## src/rtl/div_seq_param.sv

```systemverilog
// div_seq_param: multi-cycle restoring divider, one quotient bit per clock,
// unsigned or two's-complement, with valid/ready handshakes and divide-by-zero flag.
module div_seq_param #(
   parameter int WIDTH  = 16,
   parameter bit SIGNED = 1'b0
) (
   input  logic             clk,
   input  logic             rst_n,
   input  logic             in_valid,
   output logic             in_ready,
   input  logic [WIDTH-1:0] dividend,
   input  logic [WIDTH-1:0] divisor,
   output logic             out_valid,
   input  logic             out_ready,
   output logic [WIDTH-1:0] quotient,
   output logic [WIDTH-1:0] remainder,
   output logic             div_by_zero,
   output logic             busy
);
   localparam int CW = $clog2(WIDTH);
   typedef enum logic [1:0] {IDLE, CALC, DONE} state_t;
   state_t           state;
   logic [CW-1:0]    cnt;
   logic [WIDTH-1:0] prem, q, dvs;
   logic             sa, sb;
   logic             neg_a, neg_b, ge;
   logic [WIDTH-1:0] mag_a, mag_b, rn, qn;
   logic [WIDTH:0]   sh;
   assign neg_a = SIGNED && dividend[WIDTH-1];
   assign neg_b = SIGNED && divisor[WIDTH-1];
   assign mag_a = neg_a ? -dividend : dividend;
   assign mag_b = neg_b ? -divisor : divisor;
   // remainder always fits WIDTH bits after the subtract, so only the compare needs the extra bit
   always_comb begin
      sh = {prem, q[WIDTH-1]};
      ge = sh >= {1'b0, dvs};
      rn = ge ? sh[WIDTH-1:0] - dvs : sh[WIDTH-1:0];
      qn = {q[WIDTH-2:0], ge};
   end
   always_ff @(posedge clk or negedge rst_n) begin
      if (!rst_n) begin
         state       <= IDLE;
         cnt         <= '0;
         prem        <= '0;
         q           <= '0;
         dvs         <= '0;
         sa          <= 1'b0;
         sb          <= 1'b0;
         in_ready    <= 1'b1;
         out_valid   <= 1'b0;
         busy        <= 1'b0;
         quotient    <= '0;
         remainder   <= '0;
         div_by_zero <= 1'b0;
      end else begin
         case (state)
            IDLE: if (in_valid) begin
               sa       <= neg_a;
               sb       <= neg_b;
               q        <= mag_a;
               dvs      <= mag_b;
               prem     <= '0;
               cnt      <= '0;
               in_ready <= 1'b0;
               busy     <= 1'b1;
               if (divisor == '0) begin
                  state       <= DONE;
                  out_valid   <= 1'b1;
                  quotient    <= '1;
                  remainder   <= dividend;
                  div_by_zero <= 1'b1;
               end else begin
                  state <= CALC;
               end
            end
            CALC: begin
               prem <= rn;
               q    <= qn;
               cnt  <= cnt + 1'b1;
               if (cnt == CW'(WIDTH - 1)) begin
                  state       <= DONE;
                  out_valid   <= 1'b1;
                  quotient    <= (sa ^ sb) ? -qn : qn;
                  remainder   <= sa ? -rn : rn;
                  div_by_zero <= 1'b0;
               end
            end
            DONE: if (out_ready) begin
               state     <= IDLE;
               out_valid <= 1'b0;
               in_ready  <= 1'b1;
               busy      <= 1'b0;
            end
            default: state <= IDLE;
         endcase
      end
   end
endmodule
```

## config.mk

```make
export PLATFORM = sky130hd
export DESIGN_NAME = div_seq_param
export DESIGN_NICKNAME = d
export VERILOG_FILES = /design/src/rtl/div_seq_param.sv
export SDC_FILE = /design/constraint.sdc
export NUM_CORES = 1
export LEC_CHECK = 0
export CAP_MARGIN = 20
export CORE_UTILIZATION = 30
export CTS_CLUSTER_DIAMETER = 100
export DETAILED_ROUTE_END_ITERATION = 10
export PLACE_DENSITY_LB_ADDON = 0.08
export SYNTH_ARGS = -nofsm -noshare
export SYNTH_HDL_FRONTEND = slang
export SYNTH_SLANG_ARGS = --single-unit
```

## constraint.sdc

```tcl
create_clock -name clk -period 3.71 [get_ports clk]
set_input_delay 1.113 -clock clk [delete_from_list [all_inputs] [get_ports clk]]
set_output_delay 1.113 -clock clk [all_outputs]
set_load 0.05 [all_outputs]
```

# Word level (Yosys, flattened, before mapping)
# Cells that the tools add are included.
# word_totals
inputBits	36
latch_bits	0
output_inout_bits	36
regBits	90
wordCells	64
mem_count	0
mem_bits_rw	0
romBits	0
# classes
div_mod_pow	0
bitwise	0
n_addsub	2
n_eq_ne	7
n_shift	0
order_cmp	1
n_mul	0
n_mux	32
reduce_logical	11
# op_table
operator	n
$mux 16	9
$pmux 16 s2	4
$ge 17x16->1	1
$logic_not 16->1	1
$sub 16x16->16	1
$mux 1	8
$mux 2	4
$ne 2x2->1 const B	4
$pmux 4 s2	1
$pmux 1 s2	3
$pmux 2 s3	1
$reduce_and 3->1	2
$reduce_and 5->1	1
$add 4x1->4 const B	1
$eq 4x4->1 const B	1
$mux 4	1
$reduce_and 2->1	2
$reduce_and 4->1	1
$reduce_bool 2->1	2
$pmux 1 s3	1
$reduce_bool 3->1	1
$eq 2x1->1 const B	1
$eq 2x2->1 const B	1
$logic_not 2->1	1

# Logic depth before layout (Yosys ltp)
# Gate-level depths: netlist (run 1).
# logic_depth
ltp_word	4
mapped_depth	11

# Worst setup path after synthesis (run 1)
# No wires, ideal clock.
# synth_timing
kind	input to register
start	input divisor[2]
end	register remainder[1]
required_ns	3.591
cell_stages	8
setup_time_ns	0.119
t_arrival_ns	2.451
setup_slack_ns	1.140
path_cell_list	nor4_1 and4_1 a22o_1 nor2b_1 buf_2 clkbuf_1 o211ai_1 o21a_1
# synth_between
elab_chain_len	3
# synth_rtl
element	line	rtl
start: declaration	12	input logic [WIDTH-1:0] divisor,
$logic_not 16->1	66	if (divisor == '0) begin
$ne 2x2->1 (no source line)	n/a	
$reduce_and 4->1 (no source line)	n/a	
end signal: assignment	70	remainder <= dividend;
end signal: assignment	84	remainder <= sa ? -rn : rn;
end: declaration	16	output logic [WIDTH-1:0] remainder,
# Every way passes these cells.
# A chain may end at the register's enable or synchronous reset.

# Worst setup path in the final report (run 1)
# layout_timing
start	register q[15]
end	register remainder[14]
# layout_between
elab_chain_len	4
word_cells_on_any_way	5
cone_classes	add/sub (1); order compare (1); mux (3)
# layout_rtl
element	line	rtl
start: declaration	24	logic [WIDTH-1:0] prem, q, dvs;
start signal: assignment	60	q <= mag_a;
start signal: assignment	78	q <= qn;
$sub 16x16->16 or $ge 17x16->1 (tied branches)	37, 36	
$mux 16 *	37	rn = ge ? sh[WIDTH-1:0] - dvs : sh[WIDTH-1:0];
$mux 16 *	80	if (cnt == CW'(WIDTH - 1)) begin
$pmux 16 s2 *	56	case (state)
# Mark *: on every way between the ends. The rest lies on a longest branch, timed or not. The select of a mux whose other input is x is not followed.

==> results of run 1 <==
flip-flops by register name, summed over array words and instances, names as in the netlist:
register,cells
dvs,16
cnt,4
quotient,16
state,2
busy,1
in_ready,1
out_valid,1
remainder,16
q,16
prem,16
div_by_zero,1
area by class of cell:
cell class	instances	share of cell area (%)
Clock buffer	10	3.88
Timing Repair Buffer	80	13.6
Tap cell	188	3.98
Inverter	19	1.21
Multi-Input combinational cell	391	37.9
Clock inverter	6	1.31
Sequential cell	90	38.2
synthesized netlist by cell type, types with 4 or more instances:
library cell  count  area [µm²]
nor4_1            4        25.0
o211ai_1          6        45.0
clkbuf_1         21        78.8
a21oi_1          36         180
o21ai_0          40         200
buf_2             5        25.0
nor3_1            9        45.0
inv_1            19        71.3
nand2b_1          6        37.5
xnor2_1           5        43.8
ha_1             17         213
dfrtp_1          89        2230
nor2b_1           4        25.0
o21a_1            8        60.1
nand3_1           5        25.0
xor2_1            8        70.1
nor2_1           69         259
mux2i_1          12         120
a31oi_1          19         119
o21ai_1          11        55.1
nand4_1           4        25.0
a21o_1            6        45.0
nand2_1          88         330
routing by layer:
layer	track usage, %	vias up	share of wire [%]
met5	0	-	0
met4	4.83	0	0.97
met3	3.92	11	4.3
met2	24.3	91	43
met1	23.3	1872	51
li1	-	1939	-
worst reg2reg max path, cell delays in order, from the launching register on:
cell	delay (ps)
dfrtp_1	380
inv_1	150
ha_1	190
inv_1	50
fa_1	410
a21o_1	210
a221oi_1	510
o211ai_1	150
a21oi_1	190
xor2_1	100
a21oi_1	340
o22a_1	200
metrics by stage:
step	instance area, µm²	instances	util (%)	hold slack, ps	setup WS, ps
after global placement	5600	768	36.8	460	403
after floorplan	4680	529	-	450	1140
after global routing	5910	784	38.8	503	578
after CTS	5910	784	38.8	475	735
after detailed placement	5600	768	36.8	465	377
final	5910	784	38.8	474	769
cell families after synthesis:
family / synth area share, %
fa+ha+maj: 4.97
simple gates: 19.0
buf+inv: 4.30
flops: 48.1
mux: 2.57
xor+xnor: 2.43
compound gates: 18.6
worst max path at each step:
stage,startpoint,to,slack (ps)
4_1_cts,divisor[10],remainder[9]$_DFFE_PN0P_,740
2_1_floorplan,divisor[2],remainder[1]$_DFFE_PN0P_,1140
6_report,q[15]$_DFFE_PN0P_,remainder[14]$_DFFE_PN0P_,770
3_5_place_dp,divisor[10],remainder[13]$_DFFE_PN0P_,380
3_3_place_gp,divisor[10],remainder[5]$_DFFE_PN0P_,400
5_1_grt,divisor[10],remainder[9]$_DFFE_PN0P_,580
==> run metrics, run 1 <==
most common cell after layout, fill and taps aside=dfrtp_1; clk_skew=~7.8 ps; fin nets=around 650; CP bufs+invs=2; Mapped Area=approximately 4700 µm²; Hold Path Class=reg -> reg; worst reg2reg path startpoint=q[15]$_DFFE_PN0P_; R2R Path End=remainder[14]$_DFFE_PN0P_; CP Data Required Time=4000 ps; vias in the first global route=3,705; Final GP Congestion=0.779; port buffer count=a little over 70; CTS buffer count=9; Critical Path AT=3230 ps; later-pin clock latency in the skew report=350 ps; prevailing post-synth register cell=dfrtp_1; DRT antenna net count=0; Seq/Total Area, Yosys=between 40% and 50%; Fin. Hold Viols=0; Netlist cell types=51; Slew headroom=between 40% and 50%; Max-Cap Viols=0; ratio of cells with drive above 1 in the final layout=between 6 and 7%; Slew Viols, Final=0; CTS tree=yes; # setup viols final=0; post-CTS resize count=0; EDFF count, synth=0; vias=3,913; Tcrit/Tclk final=79.3%; Die H=127 µm; DR WL/cell=15.7 µm; critical path class=reg -> reg; CP top delay family=compound AO/OA/AOI/OAI gates; Hold EP=in_ready$_DFFE_PN1P_; crit path max fanout=3; most frequent cells in the layout=89 x dfrtp_1, 88 x nand2_1, 70 x clkdlybuf4s50_1, 68 x nor2_1, 40 x o21ai_0; GRT Residual Overflow=0; die outline width=roughly 130 µm; Vias per Instance=roughly 5.0; Antenna diodes=0; setup TNS=0 ps; FMAX=0.340 GHz; final wirelength=12.3 mm; Synthesized Nets=about 580; largest net degree at the start of global routing=64; row cnt=45; FF+latch count, synth=90; DRC violations left=0; clock-pin slew on the worst setup and hold paths=70 ps; die footprint=16,100 µm²; Critical Path Slowest Stage Cell=a221oi_1; worst path cell trace=inv_1, ha_1, inv_1, fa_1, a21o_1, a221oi_1, o211ai_1, a21oi_1, xor2_1, a21oi_1, o22a_1; detailed placement HPWL=8.96 mm; critical path startpoint category=flip-flop; outcome=finished, final reports clean; Post-synth ARST share=100%; # H-tree levels=3; RSZ-0062 raised after global routing=no; worst reg2reg path depth=11; multi-input logic area=2240 µm²; cells after synthesis=529; initial antenna violation count=0; Sink Count=90; Fillers=1,576; # hold bufs at CTS=0; clk buf depth=2; HP Start=in_ready$_DFFE_PN1P_; syn avg cell area=8.85 µm²; actual slew at the worst max-slew pin=around 880 ps; register area=2250 µm²; setup bufs post-CTS=0; I/O pins=72; initial DRC count=~240; initial core utilization=30.8%; flop2flop setup slack=slightly below 800 ps; post-layout minimum cycle time=2940 ps; Synthesis Warnings=0; max incr delay on CP=between 500 and 600 ps; first-pass GRT wire length=roughly 20 mm; Worst setup EP type=flip-flop; total track usage=16.3%; Root Buffer=clkbuf_16; cell depth of the worst setup path=11; hold depth=2; drt pass-1 iters=5; core area=about 15,000 µm²; Area growth syn-to-layout=26.2%
Power of run 1 is not shown: default switching activity piles up to over one toggle a cycle in this logic, so the estimate is an artifact.
==> run 2, diff against run 1 <==
- clock period: 3.71 -> 3.06 ns (I/O delays scaled with it)
==> run 2 against run 1 <==
Effect of this change: critical path type unchanged; register-to-register slack got worse by 480 ps; die area unchanged; highest routed layer unchanged; utilization increased by 1.2 points; non-clock buffer count is 13 higher; setup slack got worse by 480 ps; hold slack better by 2.5 ps; sequential cell count unchanged.
==> run metrics, run 2 (same netlist as run 1, synthesis figures left out) <==
outcome=finished, final reports clean; Antenna diodes=0 (unchanged); Sink Count=90 (unchanged); setup bufs post-CTS=0 (unchanged); critical path startpoint category=flip-flop; Fillers=1,535 (-2.6%); die outline width=127 µm (unchanged); final wirelength=12.2 mm (-1.0%); RSZ-0062 raised after global routing=no; HP Start=in_ready$_DFFE_PN1P_; critical path class=reg -> reg; flop2flop setup slack=290 ps (-480 ps); detailed placement HPWL=9.18 mm (+2.4%); most common cell after layout, fill and taps aside=dfrtp_1; post-layout minimum cycle time=2770 ps (-174 ps); largest net degree at the start of global routing=62 (-3.1%); Slew Viols, Final=0 (unchanged); post-CTS resize count=0 (unchanged); crit path max fanout=10 (+7); Die H=127 µm (unchanged); Max-Cap Viols=0 (unchanged); Placement Cell Area=5720 µm² (+2.2%); most frequent cells in the layout=89 x dfrtp_1, 88 x nand2_1, 70 x clkdlybuf4s50_1, 68 x nor2_1, 40 x o21ai_0; initial DRC count=226 (-5.0%); Worst setup EP type=flip-flop; worst reg2reg path startpoint=prem[11]$_DFFE_PN0P_; Hold Worst Slack=477 ps (+2.48 ps); post-route design area=6090 µm² (+3.1%); initial core utilization=30.8% (unchanged); Tcrit/Tclk final=90.4% (+11 points); Hold Path Class=reg -> reg; Vias per Instance=4.93 (-1.3%); DRT antenna net count=0 (unchanged); clk_skew=7.76 ps (-0.0804 ps); Slew headroom=65.8% (+25 points); clk buf depth=2 (unchanged); row cnt=45 (unchanged); Area growth syn-to-layout=30.1%; vias=3,927 (+0.36%); port buffer count=71 (unchanged); first-pass GRT wire length=20.1 mm (-0.92%); die footprint=16,100 µm² (unchanged); # setup viols final=0 (unchanged); fin nets=658 (+2.0%); I/O pins=72 (unchanged); initial antenna violation count=0 (unchanged); total track usage=16.1% (-0.23 points); R2R Path End=remainder[5]$_DFFE_PN0P_; Hold EP=in_ready$_DFFE_PN1P_; ratio of cells with drive above 1 in the final layout=8.87% (+2.2 points); Root Buffer=clkbuf_16; clock-pin slew on the worst setup and hold paths=60 ps (about the same); CTS buffer count=9 (unchanged); core area=15,200 µm² (unchanged); multi-input logic area=2240 µm² (unchanged); drt pass-1 iters=5 (unchanged); setup TNS=0 ps (unchanged); later-pin clock latency in the skew report=340 ps (about the same); # H-tree levels=3 (unchanged); # hold bufs at CTS=0 (unchanged); worst reg2reg path depth=9 (-2); vias in the first global route=3,898 (+5.2%); FMAX=0.361 GHz (+6.3%); actual slew at the worst max-slew pin=511 ps (-372 ps); hold depth=2 (unchanged); Fin. Hold Viols=0 (unchanged); GRT Residual Overflow=0 (unchanged); register area=2250 µm² (unchanged); Final GP Congestion=0.801 (+2.8%); DR WL/cell=15.3 µm (-2.6%); Critical Path AT=3000 ps (-230 ps); CTS tree=yes; CP Data Required Time=3290 ps (-710 ps); DRC violations left=0 (unchanged)
run 2: how the worst max path moves through the flow:
stage,slack [ps],startpoint,endpoint
2_1_floorplan,680,divisor[2],remainder[1]$_DFFE_PN0P_
3_5_place_dp,40,divisor[10],quotient[10]$_DFFE_PN0P_
6_report,290,prem[11]$_DFFE_PN0P_,remainder[5]$_DFFE_PN0P_
5_1_grt,150,prem[10]$_DFFE_PN0P_,remainder[5]$_DFFE_PN0P_
3_3_place_gp,50,divisor[1],quotient[13]$_DFFE_PN0P_
4_1_cts,290,prem[11]$_DFFE_PN0P_,remainder[5]$_DFFE_PN0P_
run 2: stage by stage:
| stage | std cells | util (%) | setup WS [ps] |
|---|---|---|---|
| final | 797 | 40.0 | 293 |
| after CTS | 797 | 40.0 | 288 |
| after global routing | 797 | 40.0 | 151 |
| after floorplan | 529 | - | 685 |
| after detailed placement | 781 | 37.6 | 37.7 |
| after global placement | 781 | 37.6 | 54.5 |
run 2: worst max-delay path, cell delays in order, from the launching register on:
cell and delay [ps]:
dfrtp_1 420, ha_1 450, nand4_1 220, nor3_1 260, a31oi_1 170, a41oi_4 300, buf_4 240, mux2i_1 350
o211ai_1 130, o21a_1 120
run 2: layout make-up:
type                       instances  share of cell area (%)
clock buffer                       9                    3.70
clock inverter                     7                    2.32
inverter                          19                    1.17
multi-input combinational        391                    36.8
sequential                        90                    37.0
tap                              188                    3.86
timing repair buffer              93                    15.2
run 2: routing by layer:
layer  vias to the layer above  track usage, %  wire, µm  share of wire, %
met5                         -               0         0                 0
met4                         0            5.88       159               1.3
met3                        10            2.70       419               3.4
met2                        80            24.8      5300                44
met1                      1864            22.7      6300                52
li1                       1973               -         -                 -
Power of run 2 is left out for the same reason.
==> run 3, diff against run 2 <==
- SKIP_CTS_REPAIR_TIMING: not set -> 1
==> results of run 3 <==
Same layout as run 2: the final DEF is identical, and so are final timing and power.
Power of run 3 is left out for the same reason.
